**src/rtl/alu_issue_seq_if.sv**
```systemverilog
// Command/result handshake bundle between the ALU issue sequencer and its
// upstream producer / downstream consumer.
interface alu_issue_seq_if;
    logic        in_valid;
    logic        in_ready;
    logic [31:0] in_a;
    logic [31:0] in_b;
    logic [4:0]  in_opcode;
    logic        out_valid;
    logic        out_ready;
    logic [31:0] out_result;
    logic [2:0]  out_flags;
    logic        out_err;

    modport slave (
        input  in_valid, in_a, in_b, in_opcode, out_ready,
        output in_ready, out_valid, out_result, out_flags, out_err
    );

    modport master (
        output in_valid, in_a, in_b, in_opcode, out_ready,
        input  in_ready, out_valid, out_result, out_flags, out_err
    );
endinterface

```
**src/rtl/alu_issue_seq.sv**
```systemverilog
// Command FIFO plus issue FSM feeding the IEEE754 ALU one command at a time.
// Optional ALU_SEQ_NAN_CHECK_EN: NaN operands bypass the ALU with a canonical qNaN.
//
// state | meaning
// IDLE  | nothing in flight, waiting for a queued command
// WAIT  | command driven on alu_*, counting down the ALU latency
// HOLD  | result presented on out_*, waiting for out_ready
module alu_issue_seq #(
    parameter int DEPTH   = 4,
    parameter int ALU_LAT = 2
) (
    input  logic                   clk,
    input  logic                   rst_n,
    alu_issue_seq_if.slave         bus,
    output logic [31:0]            alu_a_o,
    output logic [31:0]            alu_b_o,
    output logic [4:0]             alu_opcode_o,
    input  logic [31:0]            alu_op_i,
    input  logic                   alu_gr_i,
    input  logic                   alu_lr_i,
    input  logic                   alu_eq_i,
    output logic [$clog2(DEPTH):0] count_o
);
    localparam int AW = $clog2(DEPTH);
    localparam int CW = (ALU_LAT > 1) ? $clog2(ALU_LAT) : 1;

    typedef enum logic [1:0] {IDLE, WAIT, HOLD} state_t;

    typedef struct packed {
        logic [31:0] a;
        logic [31:0] b;
        logic [4:0]  op;
    } cmd_t;

    cmd_t            mem_q [DEPTH];
    logic [AW-1:0]   wr_ptr_q, rd_ptr_q;
    logic [AW:0]     count_q;
    logic            full, empty, push, pop;
    cmd_t            cmd_in, head;
    logic            head_legal, head_nan;

    state_t          state_q, state_d;
    logic [CW-1:0]   ctr_q, ctr_d;
    logic [31:0]     alu_a_q, alu_a_d, alu_b_q, alu_b_d;
    logic [4:0]      alu_opc_q, alu_opc_d;
    logic            out_valid_q, out_valid_d;
    logic [31:0]     out_result_q, out_result_d;
    logic [2:0]      out_flags_q, out_flags_d;
    logic            out_err_q, out_err_d;
    logic            issue;

    assign full   = (count_q == (AW+1)'(DEPTH));
    assign empty  = (count_q == '0);
    assign push   = bus.in_valid && !full;
    assign cmd_in = '{a: bus.in_a, b: bus.in_b, op: bus.in_opcode};
    assign head   = mem_q[rd_ptr_q];

    always_ff @(posedge clk) begin
        if (push) mem_q[wr_ptr_q] <= cmd_in;
    end

    always_ff @(posedge clk or negedge rst_n) begin
        if (!rst_n) begin
            wr_ptr_q <= '0;
            rd_ptr_q <= '0;
            count_q  <= '0;
        end else begin
            if (push) wr_ptr_q <= wr_ptr_q + AW'(1);
            if (pop)  rd_ptr_q <= rd_ptr_q + AW'(1);
            case ({push, pop})
                2'b10:   count_q <= count_q + (AW+1)'(1);
                2'b01:   count_q <= count_q - (AW+1)'(1);
                default: count_q <= count_q;
            endcase
        end
    end

    // Exactly one operation class; the sub modifier only rides on add.
    assign head_legal = $onehot(head.op[4:1]) && (!head.op[0] || head.op[1]);

`ifdef ALU_SEQ_NAN_CHECK_EN
    function automatic logic is_nan(input logic [31:0] f);
        return (f[30:23] == 8'hFF) && (f[22:0] != 23'd0);
    endfunction
    assign head_nan = head_legal && (is_nan(head.a) || is_nan(head.b));
`else
    assign head_nan = 1'b0;
`endif

    always_ff @(posedge clk or negedge rst_n) begin
        if (!rst_n) begin
            state_q      <= IDLE;
            ctr_q        <= '0;
            alu_a_q      <= '0;
            alu_b_q      <= '0;
            alu_opc_q    <= '0;
            out_valid_q  <= 1'b0;
            out_result_q <= '0;
            out_flags_q  <= '0;
            out_err_q    <= 1'b0;
        end else begin
            state_q      <= state_d;
            ctr_q        <= ctr_d;
            alu_a_q      <= alu_a_d;
            alu_b_q      <= alu_b_d;
            alu_opc_q    <= alu_opc_d;
            out_valid_q  <= out_valid_d;
            out_result_q <= out_result_d;
            out_flags_q  <= out_flags_d;
            out_err_q    <= out_err_d;
        end
    end

    always_comb begin
        state_d      = state_q;
        ctr_d        = ctr_q;
        alu_a_d      = alu_a_q;
        alu_b_d      = alu_b_q;
        alu_opc_d    = alu_opc_q;
        out_valid_d  = out_valid_q;
        out_result_d = out_result_q;
        out_flags_d  = out_flags_q;
        out_err_d    = out_err_q;
        issue        = 1'b0;
        pop          = 1'b0;

        case (state_q)
            IDLE: issue = !empty;
            WAIT: begin
                if (ctr_q == '0) begin
                    out_result_d = alu_opc_q[2] ? 32'd0 : alu_op_i;
                    out_flags_d  = alu_opc_q[2] ? {alu_gr_i, alu_lr_i, alu_eq_i} : 3'b000;
                    out_err_d    = 1'b0;
                    out_valid_d  = 1'b1;
                    alu_opc_d    = '0;
                    state_d      = HOLD;
                end else begin
                    ctr_d = ctr_q - CW'(1);
                end
            end
            HOLD: begin
                if (bus.out_ready) begin
                    if (!empty) begin
                        issue = 1'b1;
                    end else begin
                        out_valid_d = 1'b0;
                        state_d     = IDLE;
                    end
                end
            end
            default: state_d = IDLE;
        endcase

        // Popping a command either starts the ALU or, for bypassed commands,
        // produces the result on the same edge.
        if (issue) begin
            pop = 1'b1;
            if (!head_legal || head_nan) begin
                alu_opc_d    = '0;
                out_result_d = head_nan ? 32'h7FC0_0000 : 32'd0;
                out_flags_d  = 3'b000;
                out_err_d    = !head_legal;
                out_valid_d  = 1'b1;
                state_d      = HOLD;
            end else begin
                alu_a_d     = head.a;
                alu_b_d     = head.b;
                alu_opc_d   = head.op;
                ctr_d       = CW'(ALU_LAT - 1);
                out_valid_d = 1'b0;
                state_d     = WAIT;
            end
        end
    end

    assign alu_a_o        = alu_a_q;
    assign alu_b_o        = alu_b_q;
    assign alu_opcode_o   = alu_opc_q;
    assign count_o        = count_q;
    assign bus.in_ready   = !full;
    assign bus.out_valid  = out_valid_q;
    assign bus.out_result = out_result_q;
    assign bus.out_flags  = out_flags_q;
    assign bus.out_err    = out_err_q;
endmodule
```
**src/flat_wrapper.sv**
```systemverilog
// flat-port wrapper written by rule: the top's interface ports become plain ports
module alu_issue_seq_flat 
#(
    parameter int DEPTH   = 4,
    parameter int ALU_LAT = 2
)
  (clk, rst_n, alu_a_o, alu_b_o, alu_opcode_o, alu_op_i, alu_gr_i, alu_lr_i, alu_eq_i, count_o, bus_in_valid, bus_in_a, bus_in_b, bus_in_opcode, bus_out_ready, bus_in_ready, bus_out_valid, bus_out_result, bus_out_flags, bus_out_err);
  alu_issue_seq_if bus_i ();
  input  logic clk;
  input  logic rst_n;
  output logic [31:0] alu_a_o;
  output logic [31:0] alu_b_o;
  output logic [4:0] alu_opcode_o;
  input  logic [31:0] alu_op_i;
  input  logic alu_gr_i;
  input  logic alu_lr_i;
  input  logic alu_eq_i;
  output logic [$clog2(DEPTH):0] count_o;
  input wire logic [$bits(bus_i.in_valid)-1:0] bus_in_valid;
  input wire logic [$bits(bus_i.in_a)-1:0] bus_in_a;
  input wire logic [$bits(bus_i.in_b)-1:0] bus_in_b;
  input wire logic [$bits(bus_i.in_opcode)-1:0] bus_in_opcode;
  input wire logic [$bits(bus_i.out_ready)-1:0] bus_out_ready;
  output wire logic [$bits(bus_i.in_ready)-1:0] bus_in_ready;
  output wire logic [$bits(bus_i.out_valid)-1:0] bus_out_valid;
  output wire logic [$bits(bus_i.out_result)-1:0] bus_out_result;
  output wire logic [$bits(bus_i.out_flags)-1:0] bus_out_flags;
  output wire logic [$bits(bus_i.out_err)-1:0] bus_out_err;
  assign bus_i.in_valid = bus_in_valid;
  assign bus_i.in_a = bus_in_a;
  assign bus_i.in_b = bus_in_b;
  assign bus_i.in_opcode = bus_in_opcode;
  assign bus_i.out_ready = bus_out_ready;
  assign bus_in_ready = bus_i.in_ready;
  assign bus_out_valid = bus_i.out_valid;
  assign bus_out_result = bus_i.out_result;
  assign bus_out_flags = bus_i.out_flags;
  assign bus_out_err = bus_i.out_err;
  alu_issue_seq #(.DEPTH(DEPTH), .ALU_LAT(ALU_LAT)) u_core (.clk(clk), .rst_n(rst_n), .bus(bus_i), .alu_a_o(alu_a_o), .alu_b_o(alu_b_o), .alu_opcode_o(alu_opcode_o), .alu_op_i(alu_op_i), .alu_gr_i(alu_gr_i), .alu_lr_i(alu_lr_i), .alu_eq_i(alu_eq_i), .count_o(count_o));
endmodule
```
**config.mk**
```make
export PLATFORM = sky130hd
export DESIGN_NAME = alu_issue_seq_flat
export DESIGN_NICKNAME = d
export VERILOG_FILES = /design/src/rtl/alu_issue_seq_if.sv /design/src/rtl/alu_issue_seq.sv /design/src/flat_wrapper.sv
export SDC_FILE = /design/constraint.sdc
export NUM_CORES = 1
export LEC_CHECK = 0
export BUFFER_PORTS_ARGS = -buffer_cell sky130_fd_sc_hd__buf_2
export CORE_MARGIN = 5
export CORE_UTILIZATION = 28
export DETAILED_ROUTE_END_ITERATION = 6
export GPL_ROUTABILITY_DRIVEN = 0
export HOLD_SLACK_MARGIN = 0.12
export PLACE_DENSITY_LB_ADDON = 0.15
export SKIP_CTS_REPAIR_TIMING = 1
export SLEW_MARGIN = 10
export SYNTH_ARGS = -nofsm -noshare
export SYNTH_HDL_FRONTEND = slang
export SYNTH_SLANG_ARGS = --single-unit
export TNS_END_PERCENT = 50
```
**constraint.sdc**
```tcl
create_clock -name clk -period 7.7 [get_ports clk]
set_input_delay 0 -clock clk [delete_from_list [all_inputs] [get_ports clk]]
set_output_delay 0 -clock clk [all_outputs]
set_load 0.05 [all_outputs]
```
==> run metrics, run 1 <==
CP Class reg2reg; fmax 214 MHz; crit path cell chain mux4_2, ha_1, ha_1, fa_1, nor3b_1, nand3_4, buf_4, mux2_2; Post-synth ARST share 29.6%; CTS Sinks 392; worst skew pair latency 0.57 ns; fin cells 1806; most common cell after layout, fill and taps aside edfxtp_1; Post-synth top flop edfxtp_1; main combinational cell family by area after synthesis multiplexers; Critical Path Max Stage Delay 0.90 ns; Core ar. 52200 µm²; multi-input logic area 3340 µm²; Post-Synth Adder-Cell Area 0.954%; Area Overhead vs Synth 30.1%; Die Span X 239 µm; crit path max fanout 44; Cell Area, Synth 14700 µm²; dpl hpwl 20200 µm; post-synthesis mux area share 15.8%; final count of pins violating max slew 0; final WL 34800 µm; vias in the first global route 7934; vias per cell 4.30; PnR worst setup slack 3.02 ns; period utilisation layout 60.8%; Worst Tran Pin Value 0.912 ns; worst path required time 8.13 ns; Cells after Synth 735; # nets final 1196; CTS Buffer Depth 3; Max VDD drop 0.249 mV; Filler cells 4864; gr ovfl total 0; CP arrival 5.11 ns; sequential area share after synthesis 76.2%; RSZ-0062 raised after global routing false; # DRC 0; synthesized flop and latch total 392; Routed Antenna Nets 0; # rows 84; setup violators final 0; count of input and output buffers 217; compound-gate portion of the synthesized area 1.60%; crit start category flip-flop; Starting Density 28.1%; Distinct cells, synth 34; Post-DP Area 16600 µm²; via count 7773; Slowest cell on crit path dfrtp_4; layout cells sized above 1 39.1%; buffer and inverter count on the worst path 1; final instance area 19100 µm²; maximum number of pins on one net before global-route repair 65; status finished, final reports clean; Post-Synth Simple-Gate Area 3.75%; WL per Instance 19.3 µm; worst relative slew slack 39.2%; initial antenna violation count 2; crit end category flip-flop; Die Span Y 239 µm; commonest non-fill, non-tap cells in the layout edfxtp_1, buf_2, dfrtp_1; Post-synth EDFFs 276; Worst path most repeated cell ha_1; first-pass GRT wire length 51300 µm; Hold WS 0.182 ns; CP delay by family, top simple AND/OR/NAND/NOR gates; TritonCTS clock tree yes; synth warn 0; final hold vios 0; Power Density 428 nW/µm²; final worst path period need 4.68 ns; CTS Root Cell clkbuf_16; leakage 7.16 nW; DR iter-0 viols 356; Synth Net Count 853; top-level I/O count 218; xor and xnor area share after synthesis 0.358%; worst slack, placed 2.89 ns; worst min path class in2reg; H-tree Lvls 2; clk_skew 0.0233 ns; Reg area 11200 µm²; drt pass-1 iters 4; cell count after placement 1610; maxcap violations 0; syn_area_per_cell 20.0 µm²; post-route setup TNS 0 ns; GR Util All Layers 11.9%; Clock transition at path regs 0.05 ns; total CTS buffers 45; DIE AREA 57200 µm²
Yosys cell counts, types with 3 or more instances:
cell | number | area, µm²
mux2_4 | 5 | 75.1
and3_1 | 4 | 25.0
nand2b_1 | 3 | 18.8
mux2_2 | 61 | 687
mux4_2 | 69 | 1550
nand3b_1 | 32 | 240
buf_2 | 12 | 60.1
o21ai_0 | 6 | 30.0
dfrtp_1 | 116 | 2900
clkbuf_1 | 24 | 90.1
inv_1 | 8 | 30.0
nand3_1 | 8 | 40.0
edfxtp_1 | 276 | 8290
nor2_1 | 3 | 11.3
ha_1 | 8 | 100
a21oi_1 | 36 | 180
xnor2_1 | 5 | 43.8
nand2_1 | 41 | 154
per-stage QoR:
stage               util, %  power, W
floorplan                 -   0.00544
global placement       31.8   0.00626
detailed placement     31.8   0.00628
CTS                    34.4   0.00833
global route           36.6   0.00866
finish                 36.6   0.00818
final timing paths:
kind	startpoint	end	slack [ns]	cells after the start
worst max register to register	u_core.rd_ptr_q[0]	u_core.alu_a_o[19]	3.02	8
worst min register to register	u_core.bus.out_err	u_core.bus.out_err	0.48	1
max in group asynchronous	rst_n	u_core.rd_ptr_q[1]	6.17	4
worst max-delay path	u_core.rd_ptr_q[0]	u_core.alu_a_o[19]	3.02	8
min in group asynchronous	rst_n	u_core.bus.out_result[20]	0.54	4
worst min-delay path	bus_in_a[3]	u_core.mem_q[1][40]	0.18	2
per-layer routing:
layer | GRT usage, % | part of all wire (%)
met3 | 3.86 | 5.9
met4 | 2.96 | 1.9
met5 | 0 | 0
met2 | 18.8 | 48
met1 | 16.0 | 45
cell families (layout without fill, tap and decap cells):
logic type      count (synthesis)  in the layout
simple gates                   99             99
flops                         392            392
buf+inv                        48            427
mux                           135            135
compound gates                 45             45
other cells                     0              4
xor+xnor                        6              6
fa+ha+maj                      10             10
state kept, by name, summed over array words and instances, names as in the netlist, 3 cells and up:
| register | count |
|---|---|
| u_core.mem_q | 276 |
| u_core.alu_a_o | 32 |
| u_core.alu_b_o | 32 |
| u_core.bus.out_result | 32 |
| u_core.alu_opcode_o | 5 |
| u_core.bus.out_flags | 3 |
| u_core.count_o | 3 |
where the power goes:
group          total [W]  internal (W)  switching (W)  leakage [nW]
Combinational    0.00302       0.00117        0.00186          2.51
Clock            0.00200       0.00117       0.000830         0.677
Sequential       0.00315       0.00285       0.000301          3.98
cell type report:
cell class / instances / share of cell area, %
repair buffers: 335 / 11.9
multi-input cells: 295 / 17.5
flip-flops and latches: 392 / 58.6
diodes: 4 / 0.0524
well taps: 688 / 4.50
inverters: 9 / 0.177
clock buffers: 68 / 6.82
clock inverters: 15 / 0.530
Note: power is estimated with default switching activity, not from simulation.
==> inputs of run 2 (changes only) <==
clock period = 4.3 ns   (was 7.7 ns; I/O delays follow)
==> run metrics, run 2 (synthesized netlist as in run 1, its figures left out) <==
status finished, final reports clean; drt pass-1 iters 4 (unchanged); sequential share of power 37.2% (-1.3 points); Clock Power Share 24.7% (+0.2 points); period utilisation layout 78.9% (+18 points); via count 7833 (+0.77%); Power Density 773 nW/µm² (+81%); CTS Sinks 392 (unchanged); CP arrival 3.83 ns (-1.28 ns); Net Sw Frac 36.0% (-0.50 points); CTS Root Cell clkbuf_16; initial antenna violation count 1 (-1); Logic pwr share 38.2% (+1.2 points); GR Layer Usage met3 3.75% (-0.12 points); R2R depth 8 (unchanged); # DRC 0 (unchanged); met2 Resource Use GR 18.7% (-0.077 points); final worst path period need 3.39 ns (-1.29 ns); vias in the first global route 8060 (+1.6%); vias per cell 4.33 (+0.66%); dpl hpwl 20100 µm (-0.37%); post-route setup TNS 0 ns (unchanged); # nets final 1202 (+0.50%); CTS Buffer Depth 3 (unchanged); first-pass GRT wire length 50500 µm (-1.7%); count of input and output buffers 217 (unchanged); Area Overhead vs Synth 30.4%; WL per Instance 18.9 µm (-1.8%); final WL 34200 µm (-1.7%); H-tree Lvls 2 (unchanged); Starting Density 28.1% (unchanged); most common cell after layout, fill and taps aside edfxtp_1; worst relative slew slack 25.7% (-13 points); max reg flops 276 (unchanged); crit path max fanout 39 (-11%); DR iter-0 viols 322 (-9.6%); total CTS buffers 45 (unchanged); TritonCTS clock tree yes; worst min path class in2async; GR Util All Layers 11.6% (-0.25 points); clk_skew 0.0205 ns (-0.00279 ns); commonest non-fill, non-tap cells in the layout edfxtp_1, buf_2, dfrtp_1; maxcap violations 0 (unchanged); Die Span Y 239 µm (unchanged); Critical R2R Capture u_core.alu_b_o[5]; Reg with most FFs u_core.mem_q; Routed Antenna Nets 0 (unchanged); worst path required time 4.73 ns (-3.40 ns); Max VDD drop 0.446 mV (+79%); setup slack, reg-to-reg 0.91 ns (-2.11 ns); final hold vios 0 (unchanged); crit end category flip-flop; Core ar. 52200 µm² (unchanged); Filler cells 4884 (+0.41%); CP Class reg2reg; DIE AREA 57200 µm² (unchanged); cell count after placement 1618 (+0.50%); Clock transition at path regs 0.06 ns (about the same); layout cells sized above 1 39.5% (+0.33 points); gr ovfl total 0 (unchanged); Int Pwr 0.00947 W (+83%); fin cells 1808 (+0.11%); top-level I/O count 218 (unchanged); P_sw 0.00533 W (+79%); worst skew pair latency 0.56 ns (about the same); diode count 0 (-4); final count of pins violating max slew 0 (unchanged); # rows 84 (unchanged); setup violators final 0 (unchanged); crit start category flip-flop; Worst Tran Pin Value 1.11 ns (+0.201 ns); RSZ-0062 raised after global routing false; GRT met1 Usage 15.2% (-0.85 points); reg2reg start u_core.rd_ptr_q[1]; leakage 7.21 nW (+0.69%); fmax 295 MHz (+38%); busiest layer in global routing met2; Die Span X 239 µm (unchanged); maximum number of pins on one net before global-route repair 87 (+34%)
-- run 2: cell count changes in the layout (fill, tap and decap cells not counted), moves of 2 or more --
cell       before  now
buf_12          0    2
buf_4           9   15
bufinv_16       0    2
clkbuf_1       15   12
clkbuf_8        7    4
clkinv_1        6   10
diode_2         4    0
-- run 2: through the flow --
| stage | area (µm²) | setup WS [ns] | power (W) | hold WS, ns | utilization (%) |
|---|---|---|---|---|---|
| 2_1_floorplan | 14700 | 0.802 | 0.00973 | -0.296 | - |
| 3_3_place_gp | 16700 | 0.856 | 0.0113 | 0.186 | 31.9 |
| 3_5_place_dp | 16700 | 0.829 | 0.0113 | 0.189 | 31.9 |
| 4_1_cts | 18100 | 0.834 | 0.0151 | -0.434 | 34.6 |
| 5_1_grt | 19200 | 0.689 | 0.0157 | 0.175 | 36.7 |
| 6_report | 19200 | 0.909 | 0.0148 | 0.0889 | 36.7 |
-- run 2: layout make-up --
type	instances	area (µm²)	share of cell area [%]
Sequential cell	392	11200	58.4
Multi-Input combinational cell	295	3330	17.4
Timing Repair Buffer	341	2320	12.1
Clock buffer	63	1280	6.66
Tap cell	688	861	4.49
Clock inverter	20	146	0.764
Inverter	9	33.8	0.176
-- run 2: metal layers --
layer	wire length (µm)	vias to the layer above
li1	-	3572
met1	15100	4003
met2	16300	212
met3	2130	44
met4	635	2
met5	13	-
-- run 2: worst max-delay path by stage --
stage	startpoint	end	slack, ns	cells after the start
floorplan	u_core.rd_ptr_q[0]	u_core.alu_b_o[26]	0.80	11
global placement	u_core.rd_ptr_q[1]	u_core.alu_a_o[29]	0.86	8
detailed placement	u_core.rd_ptr_q[1]	u_core.alu_b_o[31]	0.83	8
CTS	u_core.rd_ptr_q[1]	u_core.alu_a_o[22]	0.83	8
global route	u_core.rd_ptr_q[1]	u_core.alu_b_o[1]	0.69	8
finish	u_core.rd_ptr_q[1]	u_core.alu_b_o[5]	0.91	8
-- run 2: power by group through the flow --
stage	Combinational (W)	Sequential, W	Clock (W)
floorplan	0.00297	0.00677	0
global placement	0.00574	0.00557	0
detailed placement	0.00576	0.00559	0
CTS	0.00577	0.00552	0.00381
global route	0.00610	0.00561	0.00397
finish	0.00565	0.00550	0.00365
-- run 2: critical path, cell delays in order (launching register included) --
cell	delay, ns
dfrtp_4	0.64
mux4_2	0.40
ha_1	0.29
ha_1	0.22
fa_1	0.47
nor3b_1	0.52
nand3_4	0.17
buf_12	0.23
mux2_2	0.30
